### config.mk
export PLATFORM = sky130hd
export DESIGN_NAME = stream_demux
export DESIGN_NICKNAME = d
export VERILOG_FILES = /design/src/rtl/stream_demux.sv
export SDC_FILE = /design/constraint.sdc
export NUM_CORES = 1
export LEC_CHECK = 0
export BUFFER_PORTS_ARGS = -buffer_cell sky130_fd_sc_hd__buf_2
export CORE_MARGIN = 2
export CORE_UTILIZATION = 51
export CTS_BUF_LIST = sky130_fd_sc_hd__clkbuf_8
export DETAILED_ROUTE_END_ITERATION = 8
export GPL_TIMING_DRIVEN = 0
export PLACE_DENSITY = 0.87
export REMOVE_ABC_BUFFERS = 1
export SLEW_MARGIN = 20
export SYNTH_ARGS = -nofsm -noshare
export SYNTH_HDL_FRONTEND = slang
export SYNTH_SLANG_ARGS = --single-unit
### constraint.sdc
create_clock -name clk -period 2.9 [get_ports clk]
set_input_delay 0 -clock clk [delete_from_list [all_inputs] [get_ports clk]]
set_output_delay 0 -clock clk [all_outputs]
set_load 0.02 [all_outputs]
### src/rtl/stream_demux.sv
// 1-to-NUM_OUT valid/ready stream demultiplexer with a single registered output stage.
// In packet mode the destination is captured on the first beat and held until s_last.
module stream_demux #(
    parameter int DATA_W   = 8,
    parameter int NUM_OUT  = 8,
    parameter int PKT_MODE = 1,
    localparam int SEL_W   = $clog2(NUM_OUT)
) (
    input  logic                 clk,
    input  logic                 rst,
    input  logic                 s_valid,
    output logic                 s_ready,
    input  logic [DATA_W-1:0]    s_data,
    input  logic [SEL_W-1:0]     s_sel,
    input  logic                 s_last,
    output logic [NUM_OUT-1:0]   m_valid,
    input  logic [NUM_OUT-1:0]   m_ready,
    output logic [DATA_W-1:0]    m_data,
    output logic                 m_last,
    output logic                 err,
    output logic                 busy
);

    localparam int              EXT_W     = 1 << SEL_W;
    localparam logic [SEL_W:0]  NUM_OUT_C = (SEL_W + 1)'(NUM_OUT);
    localparam bit              PKT_C     = (PKT_MODE != 0);

    typedef enum logic [1:0] {
        ST_IDLE = 2'd0,
        ST_LOCK = 2'd1,
        ST_DROP = 2'd2
    } state_t;

    state_t              state_r;
    state_t              state_nxt_s;
    logic                o_vld_r;
    logic [SEL_W-1:0]    o_dest_r;
    logic [DATA_W-1:0]   o_data_r;
    logic                o_last_r;
    logic [SEL_W-1:0]    lock_sel_r;
    logic                err_r;

    logic [EXT_W-1:0]    m_ready_ext_s;
    logic [EXT_W-1:0]    m_valid_ext_s;
    logic                tgt_ready_s;
    logic [SEL_W-1:0]    eff_sel_s;
    logic                sel_ok_s;
    logic                s_ready_s;
    logic                busy_s;
    logic                accept_s;
    logic                load_s;
    logic                drop_s;
    logic                out_fire_s;

    // Channel decode: widen to a power of two so o_dest_r indexes without range issues
    always_comb begin
        m_ready_ext_s = '0;
        m_valid_ext_s = '0;
        for (int i = 0; i < NUM_OUT; i++) begin
            m_ready_ext_s[i] = m_ready[i];
        end
        m_valid_ext_s[o_dest_r] = o_vld_r;
        tgt_ready_s = m_ready_ext_s[o_dest_r];
    end

    // Datapath qualifiers for the current cycle
    always_comb begin
        eff_sel_s  = (state_r == ST_LOCK) ? lock_sel_r : s_sel;
        sel_ok_s   = ({1'b0, eff_sel_s} < NUM_OUT_C);
        accept_s   = s_valid && s_ready_s;
        load_s     = accept_s && (state_r != ST_DROP) && sel_ok_s;
        drop_s     = accept_s && (state_r == ST_IDLE) && !sel_ok_s;
        out_fire_s = o_vld_r && tgt_ready_s;
    end

    // FSM state register
    always_ff @(posedge clk or posedge rst) begin
        if (rst) begin
            state_r <= ST_IDLE;
        end else begin
            state_r <= state_nxt_s;
        end
    end

    // FSM next-state logic
    always_comb begin
        state_nxt_s = state_r;
        case (state_r)
            ST_IDLE: begin
                if (accept_s && PKT_C && !s_last) begin
                    state_nxt_s = sel_ok_s ? ST_LOCK : ST_DROP;
                end else begin
                    state_nxt_s = ST_IDLE;
                end
            end
            ST_LOCK, ST_DROP: begin
                if (accept_s && s_last) begin
                    state_nxt_s = ST_IDLE;
                end else begin
                    state_nxt_s = state_r;
                end
            end
            default: state_nxt_s = ST_IDLE;
        endcase
    end

    // FSM outputs: the drop state swallows beats regardless of downstream readiness
    always_comb begin
        s_ready_s = 1'b0;
        busy_s    = 1'b0;
        case (state_r)
            ST_IDLE: begin
                s_ready_s = !o_vld_r || tgt_ready_s;
                busy_s    = 1'b0;
            end
            ST_LOCK: begin
                s_ready_s = !o_vld_r || tgt_ready_s;
                busy_s    = 1'b1;
            end
            ST_DROP: begin
                s_ready_s = 1'b1;
                busy_s    = 1'b1;
            end
            default: begin
                s_ready_s = 1'b0;
                busy_s    = 1'b0;
            end
        endcase
    end

    // Output stage: a new beat may load on the same edge the held beat leaves
    always_ff @(posedge clk or posedge rst) begin
        if (rst) begin
            o_vld_r  <= 1'b0;
            o_dest_r <= '0;
            o_data_r <= '0;
            o_last_r <= 1'b0;
        end else if (load_s) begin
            o_vld_r  <= 1'b1;
            o_dest_r <= eff_sel_s;
            o_data_r <= s_data;
            o_last_r <= s_last;
        end else if (out_fire_s) begin
            o_vld_r  <= 1'b0;
        end
    end

    // Packet select capture and drop indication
    always_ff @(posedge clk or posedge rst) begin
        if (rst) begin
            lock_sel_r <= '0;
            err_r      <= 1'b0;
        end else begin
            if ((state_r == ST_IDLE) && accept_s && sel_ok_s) begin
                lock_sel_r <= s_sel;
            end
            err_r <= drop_s;
        end
    end

    assign s_ready = s_ready_s;
    assign busy    = busy_s;
    assign m_valid = m_valid_ext_s[NUM_OUT-1:0];
    assign m_data  = o_data_r;
    assign m_last  = o_last_r;
    assign err     = err_r;

endmodule

# Word-level counts from Yosys, hierarchy flattened
# Cells that the tools add are included.
word_totals:
  ff_bits: 18
  out_inout_bits: 20
classes:
  reduce_logical: 14
  eq_ne: 4
  mux: 12
  n_lt_le_gt_ge: 2
  bitwise: 1
ops:
  columns: ["cell", "count"]
  rows:
  - ["bitwise AND 8 bit", 1]
  - ["logical AND 1 bit", 7]
  - ["2-to-1 mux 1 bit", 6]
  - ["less-than comparator 3 x 4 -> 1 bit (second input constant)", 1]
  - ["one-hot mux 2 bit (2 select lines)", 1]
  - ["OR reduction 2 bit", 2]
  - ["binary-select mux 1 bit (select 3 bit)", 1]
  - ["demux 1 bit (select 3 bit)", 1]
  - [">= comparator 3 x 1 -> 1 bit (second input constant)", 1]
  - ["2-to-1 mux 3 bit", 1]
  - ["== test 2 x 1 -> 1 bit (second input constant)", 1]
  - ["== test 2 bit (second input constant)", 1]
  - ["zero test 1 bit", 2]
  - ["zero test 2 bit", 1]
  - ["2-to-1 mux 2 bit", 1]
  - ["inequality test 2 x 1 -> 1 bit (second input constant)", 1]
  - ["inequality test 2 bit (second input constant)", 1]
  - ["one-hot mux 1 bit (2 select lines)", 1]
  - ["nonzero test 2 bit", 1]
  - ["logical OR 1 bit", 1]

# Logic depth before layout (Yosys ltp)
depth:
  depth_word: 8
  mapped_depth: 6

# Worst setup path before layout
# OpenSTA, ideal clock, no wires.
synth_path:
  kind: "register -> register"
  start: "reg o_dest_r[0]"
  end: "reg o_data_r[0], in the netlist m_data[0]"
  stages_incl_launch_ff: 7
  t_required_ps: 2775
  setup_slack_ps: 1199
  arrival_ps: 1576
  cell_sequence: "dfrtp_1 > buf_6 > mux2i_1 > o32ai_2 > o31ai_4 > buf_6 > mux2_4"
synth_via:
  elab_chain_len: 6
synth_lines:
  columns: ["item", "line", "text"]
  rows:
  - ["start: declaration", "37", "logic [SEL_W-1:0] o_dest_r;"]
  - ["start signal: assignment", "140", "o_dest_r <= eff_sel_s;"]
  - ["binary-select mux 1 bit (select 3 bit)", "63", "tgt_ready_s = m_ready_ext_s[o_dest_r];"]
  - ["2-to-1 mux 1 bit (not written as such)", "63", null]
  - ["logical OR 1 bit", "113, 117", null]
  - ["one-hot mux 1 bit (2 select lines)", "111", "case (state_r)"]
  - ["logical AND 1 bit", "70", "accept_s = s_valid && s_ready_s;"]
  - ["logical AND 1 bit", "71", "load_s = accept_s && (state_r != ST_DROP) && sel_ok_s;"]
  - ["end signal: assignment", "141", "o_data_r <= s_data;"]
  - ["end: declaration", "38", "logic [DATA_W-1:0] o_data_r;"]
# No other way between the ends. The select of a mux whose other input is x is not followed.
# A chain may end at the register's enable or synchronous reset.

# Worst setup path in the final report
layout_path:
  start: "reg o_dest_r[0]"
  end: "reg o_data_r[1], in the netlist m_data[1]"
# Same word-level chain as after synthesis.

==> impl_results.md <==
* Worst Setup End Kind: flip-flop
* Ranking of synthesized cells by area: dfrtp_1 (47%), mux2_4 (15%), mux2i_1 (6.7%)
* CP Capture Point: m_data[1]$_DFFE_PP0N_
* Cell leakage power at 0.662 nW
* FP Rows at 15
* Startpoint Class: flip-flop
* DRC errors left at 0
* CP required at 3040 ps
* #FFs+latches synth at 17
* Maximum VDD drop at 636 uV
* CTS tree: done
* Die ar. at 2120 sq um
* CTS Sinks at 17
* Total Routing Usage GR at 21.1%
* I/O pin cnt at 43
* Placer Congestion at 0.674
* CP max FO at 12
* Fin worst setup slack at 713 ps
* CP cell instances: mux2i_1, o32ai_2, o31ai_4, mux2_2
* Crit-path slowest cell: o31ai_4
* Max-slew headroom at 46.6%
* Netlist cell types at 22
* Area leader, netlist: dfrtp_1
* Nets at 147
* Clk Latency, worst-skew pair at 250 ps
* Clock Skew at 1.41 ps
* CP Depth at 4
* Placed instance count at 123
* Status: finished clean
* Reg2Reg Capture Point: m_data[1]$_DFFE_PP0N_
* First-pass GRT wire length at 3060 um
* CTS buffer count at 3
* Layout cell share with drive strength beyond 1 at 51.2%
* Post-route insts no fill at 140
* Worst R2R Path Depth at 4
* Placeable Area at 1690 sq um
* CP Class: flip-flop to flip-flop
* CTS Buffer Depth at 2
* Yosys warnings at 0
* Clock Root Buffer: clkbuf_8
* Fin crit share at 75.4%
* Routed Antenna Nets at 0
* Fin crit period at 2190 ps
* Post-CTS setup buffers at 0
* F_max at 457 MHz
* H-tree depth at 1
* CP Data Arrival Time at 2330 ps
* CP max stage delay at 750 ps
* Largest net degree at the start of global routing at 18
* Pins Over Slew Limit at 0
* WP buf/inv at 0
* Max_cap viols at 0
* Reg2Reg Setup Slack at 710 ps
* 1st-iter DRT viols at 9
* # diodes at 0
* Power Dens Cells at 1130 nW/um^2
* Total grt overflow at 0
* Slew @ Worst Pin at 801 ps
* Cell depth of the worst hold path at 2
* Via count at 733
* Core Util, Final at 75.4%
* WHS at 41.0 ps
* Hold crit path type: input port to flip-flop
* Drt wl/cell at 14.5 um
* Commonest non-fill, non-tap cell in the layout: buf_2
* Synthesis-to-layout area growth at 41.4%
* Reg clk slew, reported paths at 70 ps
* RSZ-0062 raised after global routing: no
* Die X at 46.0 um
* I/O Buffers at 41
* Sequential share of the synthesized area at 47.2%
* Mapped Area at 901 sq um
* CP startpoint: o_dest_r[0]$_DFFE_PP0N_
* Syn Area/Cell at 13.2 sq um
* Final hold violations at 0
* DP Worst Slack at 738 ps
* HPWL reported at the end of detailed placement at 1300 um
* Starting Density at 53.3%
* Setup violators final at 0
* Mapped Cells at 68
* Pre-antenna DRT Iters at 5
* Final WL at 2020 um
* Vias per cell at 5.24
* Commonest cells after routing, fill and taps aside: buf_2 (41), dfrtp_1 (17), dlygate4sd3_1 (13)
* R2R Path Start: o_dest_r[0]$_DFFE_PP0N_
* Crit path max-delay family: compound AO/OA/AOI/OAI gates
* Yosys top cell area share at 47.2%
* Post-cts repair resize count at 0
* Setup TNS Final at 0 ps
* Die H at 46.0 um
* Antenna violations before repair at 0
* Vias in the first global route at 701
-- per-layer routing --
layer  vias to the layer above  track usage (%)  routed length, um
met5                         -                0                  0
met4                         0             10.3                 37
met3                         5             3.97                 80
met2                        25             36.1               1060
met1                       357             25.1                848
li1                        346                -                  -
-- what timing repair did --
action	in CTS	in global routing
endpoints found under the hold margin	29	0
endpoints found under the setup margin	0	0
hold buffers	13	0
-- cells in the mapped netlist, drive strengths merged --
library cell,number
nand2b,2
dfrtp,17
or3,1
o311ai,1
or2b,1
nor2,6
nor3,3
nand2,3
mux2,16
mux2i,6
conb,1
inv,3
o31ai,1
buf,3
o21ai,2
o32ai,1
a32oi,1
-- stage by stage --
stage                     power [mW]  area (sq um)
after floorplan                 1.03           871
after global placement          1.21          1100
after detailed placement        1.23          1100
after CTS                       1.43          1270
after global routing            1.53          1270
final                           1.44          1270
-- area by class of cell --
type | count | area [sq um]
Multi-Input combinational cell | 45 | 434
Sequential cell | 17 | 425
Fill cell | 114 | 415
Timing Repair Buffer | 54 | 335
Clock buffer | 3 | 41.3
Tap cell | 17 | 21.3
Inverter | 3 | 11.3
Clock inverter | 1 | 5.00
-- worst reg2reg max path, stage by stage, from the launching register on --
cell and delay [ps]:
dfrtp_1 490, mux2i_1 260, o32ai_2 160, o31ai_4 750
mux2_2 410
-- worst min-delay path by stage --
stage | start | end | slack (ps)
final | s_valid | o_dest_r[2]$_DFFE_PP0N_ | 40
after global routing | s_valid | o_dest_r[2]$_DFFE_PP0N_ | 40
after CTS | s_valid | o_dest_r[2]$_DFFE_PP0N_ | 30
after detailed placement | rst | m_data[4]$_DFFE_PP0N_ | 120
after global placement | rst | m_data[0]$_DFFE_PP0N_ | 100
after floorplan | rst | lock_sel_r[0]$_DFFE_PP0P_ | -70
-- state kept, by name, indices dropped and copies added (netlist names) --
name        cells
m_data          8
state_r         1
o_vld_r         1
m_last          1
lock_sel_r      3
o_dest_r        3
-- where the power goes --
group          total [mW]  internal (mW)  switching (mW)
registers           0.473          0.360           0.112
clock network       0.180         0.0955          0.0841
logic               0.784          0.370           0.414
-- logic make-up after synthesis --
| kind of cell | share of synthesized area [%] |
|---|---|
| multiplexers | 30.4 |
| buffers and inverters | 4.58 |
| flip-flops | 47.2 |
| AO/OA/AOI/OAI | 8.47 |
| other | 0.416 |
| AND/OR/NAND/NOR | 8.89 |
No activity file was read; power rests on OpenSTA's default activity.
